File: config.mk
export PLATFORM = sky130hd
export DESIGN_NAME = crypt_clk_req_ctrl
export DESIGN_NICKNAME = d
export VERILOG_FILES = /design/src/rtl/crypt_clk_pkg.sv /design/src/rtl/crypt_clk_dly_cnt.sv /design/src/rtl/crypt_clk_req_ctrl.sv
export SDC_FILE = /design/constraint.sdc
export NUM_CORES = 1
export LEC_CHECK = 0
export ABC_AREA = 1
export CAP_MARGIN = 15
export CELL_PAD_IN_SITES_DETAIL_PLACEMENT = 0
export CELL_PAD_IN_SITES_GLOBAL_PLACEMENT = 1
export CORE_MARGIN = 2
export CORE_UTILIZATION = 35
export CTS_CLUSTER_SIZE = 30
export DETAILED_ROUTE_END_ITERATION = 8
export PLACE_DENSITY = 0.87
export SLEW_MARGIN = 20
export SYNTH_ARGS = -nofsm -noshare
export SYNTH_HDL_FRONTEND = slang
export SYNTH_SLANG_ARGS = --single-unit
File: constraint.sdc
create_clock -name macCoreClk -period 4.2 [get_ports macCoreClk]
set_clock_uncertainty 0.15 [all_clocks]
set_input_delay 0.84 -clock macCoreClk [delete_from_list [all_inputs] [get_ports macCoreClk]]
set_output_delay 0.84 -clock macCoreClk [all_outputs]
set_load 0.01 [all_outputs]
File: src/rtl/crypt_clk_pkg.sv
// ---------------------------------------------------------------------------
// crypt_clk_pkg
// Shared definitions for the crypto clock-request controller:
//   - cryptState_t  : requester FSM states IDLE/WAKE/SETTLE/GRANT/HOLD
//   - cryptOwner_t  : which controller currently owns (or last owned) the engine
//   - CIPHER_*      : cipher type coding used on the TX/RX cipher buses
//   - needsWT()     : true for ciphers that run on the WEP/TKIP fast clock
// ---------------------------------------------------------------------------
package crypt_clk_pkg;

  typedef enum logic [2:0] {
    IDLE   = 3'd0,
    WAKE   = 3'd1,
    SETTLE = 3'd2,
    GRANT  = 3'd3,
    HOLD   = 3'd4
  } cryptState_t;

  typedef enum logic [1:0] {
    OWNER_NONE = 2'd0,
    OWNER_TX   = 2'd1,
    OWNER_RX   = 2'd2
  } cryptOwner_t;

  localparam logic [2:0] CIPHER_NONE = 3'd0;
  localparam logic [2:0] CIPHER_WEP  = 3'd1;
  localparam logic [2:0] CIPHER_TKIP = 3'd2;
  localparam logic [2:0] CIPHER_CCMP = 3'd3;
  localparam logic [2:0] CIPHER_WAPI = 3'd4;

  // WEP and TKIP are the only ciphers that need the fast WT clock.
  function automatic logic needsWT(input logic [2:0] cipher);
    return (cipher == CIPHER_WEP) || (cipher == CIPHER_TKIP);
  endfunction

endpackage

File: src/rtl/crypt_clk_dly_cnt.sv
// ---------------------------------------------------------------------------
// crypt_clk_dly_cnt
// Loadable down-counter with zero flag. Used by the requester FSM both for
// the settle delay and for the idle hysteresis window.
// Ports:
//   macCoreClk     in   MAC core clock
//   macCoreClkRst  in   synchronous active-high reset
//   load           in   load loadVal this cycle (wins over dec)
//   loadVal        in   value to load
//   dec            in   decrement by one, saturating at zero
//   zero           out  counter currently holds zero
// ---------------------------------------------------------------------------
module crypt_clk_dly_cnt #(
  parameter int CNT_W = 4
) (
  input  logic             macCoreClk,
  input  logic             macCoreClkRst,
  input  logic             load,
  input  logic [CNT_W-1:0] loadVal,
  input  logic             dec,
  output logic             zero
);

  logic [CNT_W-1:0] count;

  // Count register: load has priority; decrement stops at zero so the
  // counter can never wrap back to its maximum.
  always_ff @(posedge macCoreClk) begin
    if (macCoreClkRst) begin
      count <= '0;
    end else if (load) begin
      count <= loadVal;
    end else if (dec && (count != '0)) begin
      count <= count - 1'b1;
    end
  end

  assign zero = (count == '0);

endmodule

File: src/rtl/crypt_clk_req_ctrl.sv
// ---------------------------------------------------------------------------
// crypt_clk_req_ctrl
// Requester side of the encryption-engine clock-gating interface. Arbitrates
// TX/RX crypto requests (RX wins ties), requests the crypt and WEP/TKIP clocks,
// waits for the returned enables plus a settle delay, then grants the engine.
// Clocks stay requested for a hysteresis window after each job so that a
// back-to-back MPDU can be granted without re-waking the clocks.
// Ports:
//   macCoreClk, macCoreClkRst        clock, synchronous active-high reset
//   txCryptReq/txCipherType          TX request level and cipher
//   rxCryptReq/rxCipherType          RX request level and cipher
//   cryptDone_p                      engine job finished (pulse)
//   macCryptClkEn, macWTClkEn        enables returned by clock controller
//   activeClkGating                  SW enable for clock gating
//   cryptClkReq, cryptWTClkReq       clock requests
//   txCryptGnt, rxCryptGnt           engine grants
//   cryptCipherType                  cipher of current/last owner
//   cryptBusy                        WAKE, SETTLE or GRANT
// ---------------------------------------------------------------------------
module crypt_clk_req_ctrl
  import crypt_clk_pkg::*;
#(
  parameter int WAKE_DLY  = 2,
  parameter int IDLE_HOLD = 8,
  parameter int CNT_W     = 4
) (
  input  logic       macCoreClk,
  input  logic       macCoreClkRst,
  input  logic       txCryptReq,
  input  logic [2:0] txCipherType,
  input  logic       rxCryptReq,
  input  logic [2:0] rxCipherType,
  input  logic       cryptDone_p,
  input  logic       macCryptClkEn,
  input  logic       macWTClkEn,
  input  logic       activeClkGating,
  output logic       cryptClkReq,
  output logic       cryptWTClkReq,
  output logic       txCryptGnt,
  output logic       rxCryptGnt,
  output logic [2:0] cryptCipherType,
  output logic       cryptBusy
);

  localparam int SETTLE_INT = (WAKE_DLY > 0) ? WAKE_DLY - 1 : 0;
  localparam int HOLD_INT   = (IDLE_HOLD > 0) ? IDLE_HOLD - 1 : 0;
  localparam logic [CNT_W-1:0] SETTLE_LOAD = SETTLE_INT[CNT_W-1:0];
  localparam logic [CNT_W-1:0] HOLD_LOAD   = HOLD_INT[CNT_W-1:0];

  cryptState_t      state, stateNext;
  cryptOwner_t      owner, ownerNext;
  logic [2:0]       cipherReg, cipherNext;
  logic             needWT, needWTNext;
  logic             cntLoad, cntDec, cntZero;
  logic [CNT_W-1:0] cntLoadVal;

  logic             anyReq, ownerReq, enablesOk;
  logic [2:0]       selCipher;
  cryptOwner_t      selOwner;

  // Arbitration view of the inputs: RX wins when both request, and the
  // owner's own request level is what decides an abort.
  assign anyReq    = txCryptReq | rxCryptReq;
  assign selOwner  = rxCryptReq ? OWNER_RX : OWNER_TX;
  assign selCipher = rxCryptReq ? rxCipherType : txCipherType;
  assign ownerReq  = (owner == OWNER_RX) ? rxCryptReq :
                     (owner == OWNER_TX) ? txCryptReq : 1'b0;
  assign enablesOk = macCryptClkEn && (!needWT || macWTClkEn);

  // Shared delay counter for the settle delay and the hold window.
  crypt_clk_dly_cnt #(.CNT_W(CNT_W)) uDlyCnt (
    .macCoreClk    (macCoreClk),
    .macCoreClkRst (macCoreClkRst),
    .load          (cntLoad),
    .loadVal       (cntLoadVal),
    .dec           (cntDec),
    .zero          (cntZero)
  );

  // State register plus the owner/cipher/needWT context latched at acceptance.
  always_ff @(posedge macCoreClk) begin
    if (macCoreClkRst) begin
      state     <= IDLE;
      owner     <= OWNER_NONE;
      cipherReg <= CIPHER_NONE;
      needWT    <= 1'b0;
    end else begin
      state     <= stateNext;
      owner     <= ownerNext;
      cipherReg <= cipherNext;
      needWT    <= needWTNext;
    end
  end

  // Next-state logic. Acceptance happens in IDLE and HOLD; from HOLD the
  // clocks are already running so only a missing WT clock forces a re-wake.
  always_comb begin
    stateNext  = state;
    ownerNext  = owner;
    cipherNext = cipherReg;
    needWTNext = needWT;
    cntLoad    = 1'b0;
    cntLoadVal = '0;
    cntDec     = 1'b0;
    case (state)
      IDLE: begin
        if (anyReq) begin
          ownerNext  = selOwner;
          cipherNext = selCipher;
          needWTNext = needsWT(selCipher);
          if ((selCipher == CIPHER_NONE) || !activeClkGating) begin
            stateNext = GRANT;
          end else begin
            stateNext = WAKE;
          end
        end
      end
      WAKE: begin
        if (!ownerReq) begin
          stateNext  = HOLD;
          cntLoad    = 1'b1;
          cntLoadVal = HOLD_LOAD;
        end else if (enablesOk) begin
          if (WAKE_DLY == 0) begin
            stateNext = GRANT;
          end else begin
            stateNext  = SETTLE;
            cntLoad    = 1'b1;
            cntLoadVal = SETTLE_LOAD;
          end
        end
      end
      SETTLE: begin
        if (!ownerReq) begin
          stateNext  = HOLD;
          cntLoad    = 1'b1;
          cntLoadVal = HOLD_LOAD;
        end else if (cntZero) begin
          stateNext = GRANT;
        end else begin
          cntDec = 1'b1;
        end
      end
      GRANT: begin
        if (cryptDone_p || !ownerReq) begin
          stateNext  = HOLD;
          cntLoad    = 1'b1;
          cntLoadVal = HOLD_LOAD;
        end
      end
      HOLD: begin
        if (anyReq) begin
          ownerNext  = selOwner;
          cipherNext = selCipher;
          needWTNext = needsWT(selCipher);
          if (needsWT(selCipher) && !needWT && activeClkGating) begin
            stateNext = WAKE;
          end else begin
            stateNext = GRANT;
          end
        end else if (cntZero) begin
          stateNext = IDLE;
        end else begin
          cntDec = 1'b1;
        end
      end
      default: begin
        stateNext = IDLE;
      end
    endcase
  end

  // Moore output decode from the registered state and context.
  assign cryptClkReq     = (state != IDLE);
  assign cryptWTClkReq   = cryptClkReq && needWT;
  assign txCryptGnt      = (state == GRANT) && (owner == OWNER_TX);
  assign rxCryptGnt      = (state == GRANT) && (owner == OWNER_RX);
  assign cryptBusy       = (state == WAKE) || (state == SETTLE) || (state == GRANT);
  assign cryptCipherType = cipherReg;

endmodule

### After elaboration in Yosys (flattened, before gate mapping)

Cells that the tools add are included.

| cells by class | value |
|---|---|
| $add $sub $neg | 1 |
| equal/unequal tests | 13 |
| mux-type cells | 31 |
| bitwise logic cells | 1 |
| reductions and logical operators | 25 |

Operators with widths:

| cell | count |
|---|---|
| 3-bit 2-to-1 mux | 12 |
| 3-bit one-hot mux with 5 select lines | 1 |
| 1-bit 2-to-1 mux | 10 |
| 3-bit by 2-bit == test with 1-bit output, second input constant | 3 |
| 3-bit != test, second input constant | 3 |
| 3-bit one-hot mux with 3 select lines | 1 |
| 4-bit 2-to-1 mux | 2 |
| 1-bit logical AND | 7 |
| 3-bit by 1-bit == test with 1-bit output, second input constant | 2 |
| 3-bit zero test | 2 |
| 1-bit logical OR | 6 |
| 2-bit 2-to-1 mux | 3 |
| 5-bit AND reduction | 1 |
| 4-bit zero test | 1 |
| 2-bit != test, second input constant | 2 |
| 4-bit nonzero test | 1 |
| 4-bit by 1-bit subtractor with 4-bit output, second input constant | 1 |
| 3-bit == test, second input constant | 1 |
| 1-bit zero test | 3 |
| 1-bit one-hot mux with 3 select lines | 1 |
| 3-bit nonzero test | 1 |
| 2-bit by 1-bit == test with 1-bit output, second input constant | 1 |
| 2-bit == test, second input constant | 1 |
| 1-bit one-hot mux with 2 select lines | 1 |
| 4 further kinds | 4 |

| storage, ports and cells | value |
|---|---|
| register bits after elaboration | 13 |
| output and inout port bits | 8 |

### Longest topological paths before layout

Gate-level depths: netlist of run 1.

| depth | value |
|---|---|
| depth after elaboration | 8 |
| depth in mapped cells | 11 |
| mapped depth without buffers | 11 |

### Modules after synthesis

Synthesis of run 1 repeated with hierarchy kept, for this count alone.

| second synthesis, totals | value |
|---|---|
| cell total of the unflattened synthesis | 160 |
| area, all modules | 953.4 µm² |

By module, submodules not included:

| module | instances | cells an instance | area each (µm²) | sequential area each (µm²) |
|---|---|---|---|---|
| crypt_clk_req_ctrl | 1 | 119 | 679.4 | 180.2 |
| crypt_clk_dly_cnt | 1 | 41 | 274.0 | 80.1 |

### Worst setup path before layout of run 1

No wires, ideal clock.

| path | value |
|---|---|
| kind | reg-to-output |
| start | reg state[2] |
| end | out cryptWTClkReq |
| arrival time | 0.878 ns |
| required time | 3.210 ns |
| path slack | 2.332 ns |
| cell stages (with the launch flop) | 5 |
| path through | dfxtp_1 inv_1 nand2_1 inv_1 nor2_1 |

| on the way | value |
|---|---|
| longest elaborated chain between the ends | 2 |

RTL lines:

| what | line | text |
|---|---|---|
| start: declaration | crypt_clk_req_ctrl.sv:50 | `cryptState_t state, stateNext;` |
| start signal: assignment | crypt_clk_req_ctrl.sv:88 | `state <= stateNext;` |
| 3-bit nonzero test | crypt_clk_req_ctrl.sv:174 | `assign cryptClkReq = (state != IDLE);` |
| named net cryptClkReq | crypt_clk_req_ctrl.sv:37 | `output logic cryptClkReq,` |
| 1-bit logical AND | crypt_clk_req_ctrl.sv:175 | `assign cryptWTClkReq = cryptClkReq && needWT;` |
| end: declaration | crypt_clk_req_ctrl.sv:38 | `output logic cryptWTClkReq,` |

The timed path passes the listed nets, and every way through them passes these cells.

### Worst setup path after layout of run 1

| path | value |
|---|---|
| start | reg state[2] |
| end | out cryptWTClkReq |

| on the way | value |
|---|---|
| longest elaborated chain between the ends | 2 |

RTL lines:

| what | line |
|---|---|
| 3-bit nonzero test | crypt_clk_req_ctrl.sv:174 |
| 1-bit logical AND | crypt_clk_req_ctrl.sv:175 |

No other way between the ends.

==> flow_summary.yaml, run 1 <==
floorplan:
  die_y_um: 54.8
  core_um2: 2450
  ios: 22
  rows: 18
  start_util_pct: 36.7
  dieArea_um2: 3000
  die_x_um: 54.8
synth:
  synthTopCellsByArea: "dfxtp_1 (29%), nand2_1 (17%), inv_1 (11%), nor2_1 (6.7%), nand3_1 (5.5%)"
  synth.avg_cell_area_um2: 6.18
  ys_ff_latch: 13
  syn-cell-area_um2: 902
  syn_inst: 146
  synth_top_area_share_pct: 28.8
  synth.net_count: 161
  synth_warnings: 0
  yosysSeqAreaShare_pct: 28.8
  yosysUniqueCellTypes: 22
  yosysTopAreaCell: "dfxtp_1"
pwr:
  intPower_w: 0.000387
  power.share.switching_pct: 46.3
  seqPwrFrac_pct: 28.2
  p_leak_nw: 0.571
  power_w: 0.000720
  ir_drop_uv: 320
  switchingPower_w: 0.000333
  pwr-share-comb_pct: 60.7
  pwr-share-clk_pct: 11.1
  p_per_area_nw_per_um2: 615
clock_network:
  clk-insertion-delay-late_ps: 280
  post_cts_resized: 0
  clkTransAtPathRegs_ps: 90
  cts_buffer_depth: 2
  cts_htree_levels: 1
  numCtsBuffers: 3
  cts_hold_buffers: 0
  cts_num_sinks: 13
  post_cts_buffers: 0
  cts-root-buf: "clkbuf_4"
  cts_tree: "yes"
layout:
  final_core_util_pct: 47.7
  drive_gt1_share_pct: 8.82
  final_nets: 186
  antennaDiodeCount: 0
  area_growth_pct: 29.7
  final_common_cell: "nand2_1"
  n_fill_cell: 254
  final_cell_mix: "nand2_1 (42), inv_1 (27), clkdlybuf4s50_1 (21)"
run:
  cap_violations: 0
sta:
  hold_violations: 0
  relSlewSlack_pct: 70.4
  setup_viol: 0
  fmaxAchievable_mhz: 371
  tightest_slew_ps: 440
  rsz0062_at_grt: "false"
  fin_crit_ps: 2700
  setup-tns-final_ps: 0
  min_period_over_period_pct: 64.2
  hold_ws_ps: 354
  slew_violations: 0
outcome:
  run_status: "finished clean"
drt:
  ant_nets: 0
  drtIter0Drc: 29
  wire_per_inst_um: 10.8
  drc: 0
  vias: 954
  avgViaCountPerCell: 4.77
  wl_mm: 2.16
  firstDrtPassIters: 4
grt:
  overflow: 0
  grt_pass1_wl_mm: 3.84
  grt_max_degree: 10
  antenna_found_initial: 0
  grtUsageTotal_pct: 18.0
  grt_pass1_vias: 886
critical_path:
  regToRegStartpoint: "uDlyCnt.count[0]$_SDFFE_PP0P_"
  path_max_fanout: 5
  cp.required_ps: 3210
  cp.arrival_ps: 1710
  worstSetupPathType: "register to output port"
  setup.worst_path.start_class: "register"
  end_kind: "output port"
  cp-startpoint: "state[2]$_SDFFE_PP0P_"
worst_hold_path:
  hold_start: "cryptCipherType[1]$_SDFFE_PP0P_"
  worstHoldPathType: "register to register"
place:
  hpwl_mm: 1.79
  place_congestion: 0.901
  port_buffers: 21
cell usage after synthesis (all sizes together):
| library cell | count |
|---|---|
| a211oi | 4 |
| a21oi | 5 |
| a31oi | 2 |
| and2 | 1 |
| buf | 1 |
| dfxtp | 13 |
| ha | 1 |
| inv | 27 |
| nand2 | 47 |
| nand3 | 11 |
| nand3b | 2 |
| nand4 | 1 |
| nor2 | 19 |
| nor3 | 6 |
| o21ai | 5 |
| xor2 | 1 |
per-layer routing:
layer  up-vias  track usage, %  routed length [µm]
met2        24            29.0                 999
met1       421            23.2                1030
met5         -               0                   0
met3         4            5.74                 105
li1        505               -                   -
met4         0            3.75                  31
state kept, by name, indices dropped and copies added, names as in the netlist:
name             count
uDlyCnt.count        4
owner                2
cryptCipherType      3
needWT               1
state                3
worst max-delay path, cell delays in order (launching register included):
cell	delay, ps
dfxtp_1	440
inv_1	90
nand2_1	170
inv_1	80
nor2_1	90
clkdlybuf4s50_1	540
per-stage QoR:
stage	std cells	setup slack [ps]	area [µm²]
global placement	196	1480	1140
finish	200	1500	1170
floorplan	146	2330	902
detailed placement	196	1530	1140
global route	200	1380	1170
CTS	200	1490	1170
area by class of cell:
cell class	instances	area (µm²)	share of cell area, %
clock buffers	3	22.5	1.93
clock inverters	1	5.00	0.428
inverters	27	101	8.66
multi-input cells	105	533	45.6
flip-flops and latches	13	260	22.2
well taps	30	37.5	3.21
repair buffers	21	210	18.0
path summary, 6_finish.rpt:
kind                                endpoint  depth (start not counted)  slack, ps
max                            cryptWTClkReq                          5       1500
min          cryptCipherType[1]$_SDFFE_PP0P_                          2        350
max reg2reg    uDlyCnt.count[0]$_SDFFE_PP0P_                         10       2590
min reg2reg  cryptCipherType[1]$_SDFFE_PP0P_                          2        350
cells by family after synthesis:
kind of cell / after synthesis / share of synthesized area (%)
and+or+nand+nor: 87 / 45.2
adders and majority gates: 1 / 1.39
buffers and inverters: 28 / 12.1
DFF: 13 / 28.8
xor gates and xnor gates: 1 / 0.971
AOI/OAI and AO/OA: 16 / 11.5
power groups by stage:
stage	Combinational [W]	Clock (W)	Sequential, W
after global placement	0.000436	0	0.000204
after floorplan	0.000307	0	0.000203
after detailed placement	0.000439	0	0.000206
final	0.000437	0.0000797	0.000203
after global routing	0.000503	0.0000883	0.000209
after CTS	0.000441	0.0000833	0.000203
No activity file was read; power rests on OpenSTA's default activity.
==> run 2: changes to the inputs <==
CORE_UTILIZATION = 33   (was 35)
PLACE_DENSITY = 0.83   (was 0.87)
clock period = 2.6 ns   (was 4.2 ns; I/O delays follow)
==> flow_summary.yaml, run 2 (same netlist as run 1, synthesis figures left out) <==
layout:
  antennaDiodeCount: 0
  n_fill_cell: 289
  final_common_cell: "nand2_1"
  final_nets: 186
  drive_gt1_share_pct: 8.24
  final_cell_mix: "nand2_1 (42), inv_1 (27), clkdlybuf4s50_1 (21)"
  finalNonFillerCells: 200
  regMostFlops: "uDlyCnt.count"
  largest_reg_flops: 4
  area_growth_pct: 29.5
pwr:
  power_w: 0.00116
  power.share.switching_pct: 46.1
  intPower_w: 0.000628
  seqPwrFrac_pct: 28.2
  switchingPower_w: 0.000537
  p_per_area_nw_per_um2: 996
  pwr-share-comb_pct: 60.4
  p_leak_nw: 0.568
  ir_drop_uv: 560
  pwr-share-clk_pct: 11.4
drt:
  avgViaCountPerCell: 4.65
  drc: 0
  wire_per_inst_um: 10.9
  vias: 929
  firstDrtPassIters: 4
  wl_mm: 2.18
  drtIter0Drc: 15
  ant_nets: 0
grt:
  antenna_found_initial: 0
  grt_max_degree: 10
  overflow: 0
  grt_pass1_wl_mm: 3.78
  grt_pass1_vias: 875
  grtUsageTotal_pct: 15.2
floorplan:
  start_util_pct: 35.4
  die_y_um: 56.3
  ios: 22
  die_x_um: 56.3
  rows: 18
  core_um2: 2540
  dieArea_um2: 3170
clock_network:
  clkTransAtPathRegs_ps: 80
  cts_htree_levels: 1
  cts_tree: "yes"
  cts_buffer_depth: 2
  clk-insertion-delay-late_ps: 280
  numCtsBuffers: 3
  cts_num_sinks: 13
  cts_hold_buffers: 0
  post_cts_buffers: 0
  cts-root-buf: "clkbuf_4"
  post_cts_resized: 0
sta:
  relSlewSlack_pct: 71.6
  fin_crit_ps: 2370
  tightest_slew_ps: 423
  slew_violations: 0
  hold_violations: 0
  rsz0062_at_grt: "false"
  hold_ws_ps: 358
  fmaxAchievable_mhz: 422
  setup-tns-final_ps: 0
  setup_viol: 0
  min_period_over_period_pct: 91.2
critical_path:
  end_kind: "output port"
  path_max_fanout: 5
  setup.worst_path.start_class: "register"
  cp.required_ps: 1930
  worstSetupPathType: "register to output port"
  cp.arrival_ps: 1700
worst_hold_path:
  worstHoldPathType: "register to register"
run:
  cap_violations: 0
place:
  place_congestion: 0.865
  port_buffers: 21
  hpwl_mm: 1.77
  place_inst: 196
outcome:
  run_status: "finished clean"
## run 2: path summary, 6_finish.rpt
path                                        start                              end  slack (ps)  cells after the start
setup / recovery            state[2]$_SDFFE_PP0P_                    cryptWTClkReq         230                      5
hold / removal    cryptCipherType[1]$_SDFFE_PP0P_  cryptCipherType[1]$_SDFFE_PP0P_         360                      2
setup reg to reg    uDlyCnt.count[0]$_SDFFE_PP0P_            state[0]$_SDFFE_PP0P_        1020                      8
hold reg to reg   cryptCipherType[1]$_SDFFE_PP0P_  cryptCipherType[1]$_SDFFE_PP0P_         360                      2
## run 2: metal layers
metal	vias up	global-route usage [%]	wire length, µm
met5	-	0	0
met4	0	6.12	28
met3	4	3.69	74
met2	13	24.2	996
met1	408	19.6	1080
li1	504	-	-
## run 2: power groups by stage
stage / sequential (W) / clock (W) / combinational (W)
3_5_place_dp: 0.000333 / 0 / 0.000706
3_3_place_gp: 0.000330 / 0 / 0.000706
4_1_cts: 0.000329 / 0.000140 / 0.000709
5_1_grt: 0.000340 / 0.000148 / 0.000800
6_report: 0.000329 / 0.000133 / 0.000703
2_1_floorplan: 0.000328 / 0 / 0.000496
## run 2: final cells by class
cell class / instances / area, µm² / share of cell area [%]
clock buffers: 4 / 26.3 / 2.25
well taps: 30 / 37.5 / 3.21
multi-input cells: 105 / 533 / 45.6
inverters: 27 / 101 / 8.67
repair buffers: 21 / 210 / 18.0
flip-flops and latches: 13 / 260 / 22.3
## run 2: critical path: stages (launching register included)
cell and delay, ps:
dfxtp_1 450, inv_1 90, nand2_1 180, inv_1 80
nor2_1 90, clkdlybuf4s50_1 540
## run 2: metrics by stage
step	instance area (µm²)	worst slack [ps]	util, %
after CTS	1170	212	45.9
after floorplan	902	1050	-
final	1170	229	45.9
after global routing	1170	105	45.9
after detailed placement	1140	206	44.9
after global placement	1140	215	44.9
==> run 3: changes to the inputs <==
RECOVER_POWER = 100   (was not set)
==> flow_summary.yaml, run 3 (same netlist as run 1, synthesis figures left out) <==
critical_path:
  path_depth: 5
  critPathBufInv: 3
  cp_common_cell: "inv_1"
  worst_r2r_endpoint: "state[0]$_SDFFE_PP0P_"
  path_max_fanout: 5
  crit_end: "cryptWTClkReq"
  regToRegStartpoint: "uDlyCnt.count[0]$_SDFFE_PP0P_"
  setup.worst_path.start_class: "register"
  path_delay_family: "buffers and inverters"
  critPathSlowestCell: "clkdlybuf4s50_1"
  end_kind: "output port"
  crit_path_max_incr_delay_ps: 540
  worstSetupPathType: "register to output port"
  cp-startpoint: "state[2]$_SDFFE_PP0P_"
  path_cells: "inv_1 > nand2_1 > inv_1 > nor2_1 > clkdlybuf4s50_1"
  cp.arrival_ps: 1700
  cp.required_ps: 1930
  r2r_slack_ps: 790
  r2r_cells: 8
drt:
  wl_mm: 2.18
  drc: 0
  firstDrtPassIters: 4
  vias: 928
  ant_nets: 0
  avgViaCountPerCell: 4.64
  wire_per_inst_um: 10.9
  drtIter0Drc: 18
worst_hold_path:
  worstHoldPathType: "register to register"
floorplan:
  start_util_pct: 35.4
  core_um2: 2540
  ios: 22
  die_x_um: 56.3
  die_y_um: 56.3
  dieArea_um2: 3170
  rows: 18
clock_network:
  post_cts_resized: 0
  cts_tree: "yes"
  cts_hold_buffers: 0
  clkTransAtPathRegs_ps: 80
  post_cts_buffers: 0
  cts_htree_levels: 1
  numCtsBuffers: 3
  cts-root-buf: "clkbuf_4"
  clk-insertion-delay-late_ps: 280
  cts_num_sinks: 13
  cts_buffer_depth: 2
grt:
  grt_pass1_wl_mm: 3.78
  overflow: 0
  grt_pass1_vias: 875
  grt_max_degree: 10
  antenna_found_initial: 0
  grtUsageTotal_pct: 15.2
sta:
  relSlewSlack_pct: 67.6
  setup_viol: 0
  hold_violations: 0
  fin_crit_ps: 2370
  min_period_over_period_pct: 91.0
  fmaxAchievable_mhz: 423
  setup-tns-final_ps: 0
  slew_violations: 0
  tightest_slew_ps: 486
  fin_ws_ps: 234
  rsz0062_at_grt: "false"
layout:
  final_cell_mix: "nand2_1 (42), inv_1 (27), nor2_1 (16)"
  final_common_cell: "nand2_1"
  final_core_util_pct: 45.5
  antennaDiodeCount: 0
  largest_reg_flops: 4
  area_growth_pct: 28.3
  drive_gt1_share_pct: 7.65
  final_nets: 186
  regMostFlops: "uDlyCnt.count"
pwr:
  pwr-share-clk_pct: 11.7
  ir_drop_uv: 522
  seqPwrFrac_pct: 28.8
  pwr-share-comb_pct: 59.6
  intPower_w: 0.000610
  p_per_area_nw_per_um2: 984
  power.share.switching_pct: 46.4
  switchingPower_w: 0.000528
  p_leak_nw: 0.584
run:
  cap_violations: 0
place:
  place_congestion: 0.865
  pre_cts_slack_ps: 206
  port_buffers: 21
  hpwl_mm: 1.77
outcome:
  run_status: "finished clean"
run 3: cell types whose count changed in the layout (fill, tap and decap cells not counted):
cell	change
clkdlybuf4s50_1	-8
dlygate4sd3_1	+8
a21oi_1	+1
a21oi_4	-1
run 3: stage by stage:
stage,hold WS (ps),total power (W),instances,cell area (µm²)
2_1_floorplan,323,0.000824,146,902
3_3_place_gp,331,0.00104,196,1140
3_5_place_dp,347,0.00104,196,1140
4_1_cts,360,0.00118,200,1170
5_1_grt,385,0.00126,200,1160
6_report,355,0.00114,200,1160
run 3: worst min-delay path: cells and delay by family, from the launching register on:
kind               cells  cell delay, ps
DFF                    1             320
AOI/OAI and AO/OA      1              50
and+or+nand+nor        1             100
run 3: layout make-up:
type | count | area [µm²]
timing repair buffer | 21 | 210
sequential | 13 | 260
inverter | 27 | 101
multi-input combinational | 105 | 522
fill | 291 | 1390
clock buffer | 4 | 26.3
tap | 30 | 37.5
run 3: layer usage:
layer | part of all wire, % | global-route usage (%) | wire length [µm]
met1 | 49 | 19.6 | 1080
met2 | 46 | 24.2 | 997
met3 | 3.4 | 3.69 | 74
met4 | 1.3 | 6.12 | 28
met5 | 0 | 0 | 0
run 3: worst min path at each step:
stage / start / end / slack (ps) / cells after the start
finish: cryptCipherType[1]$_SDFFE_PP0P_ / cryptCipherType[1]$_SDFFE_PP0P_ / 350 / 2
detailed placement: cryptCipherType[0]$_SDFFE_PP0P_ / cryptCipherType[0]$_SDFFE_PP0P_ / 350 / 2
global placement: cryptCipherType[0]$_SDFFE_PP0P_ / cryptCipherType[0]$_SDFFE_PP0P_ / 330 / 2
floorplan: needWT$_SDFFE_PP0P_ / needWT$_SDFFE_PP0P_ / 320 / 2
CTS: cryptCipherType[0]$_SDFFE_PP0P_ / cryptCipherType[0]$_SDFFE_PP0P_ / 360 / 2
global route: cryptCipherType[1]$_SDFFE_PP0P_ / cryptCipherType[1]$_SDFFE_PP0P_ / 380 / 2
run 3: power by group through the flow:
stage | clock network, W | registers (W) | logic, W
3_3_place_gp | 0 | 0.000330 | 0.000706
6_report | 0.000133 | 0.000328 | 0.000678
3_5_place_dp | 0 | 0.000333 | 0.000706
2_1_floorplan | 0 | 0.000328 | 0.000496
5_1_grt | 0.000148 | 0.000340 | 0.000775
4_1_cts | 0.000140 | 0.000329 | 0.000709
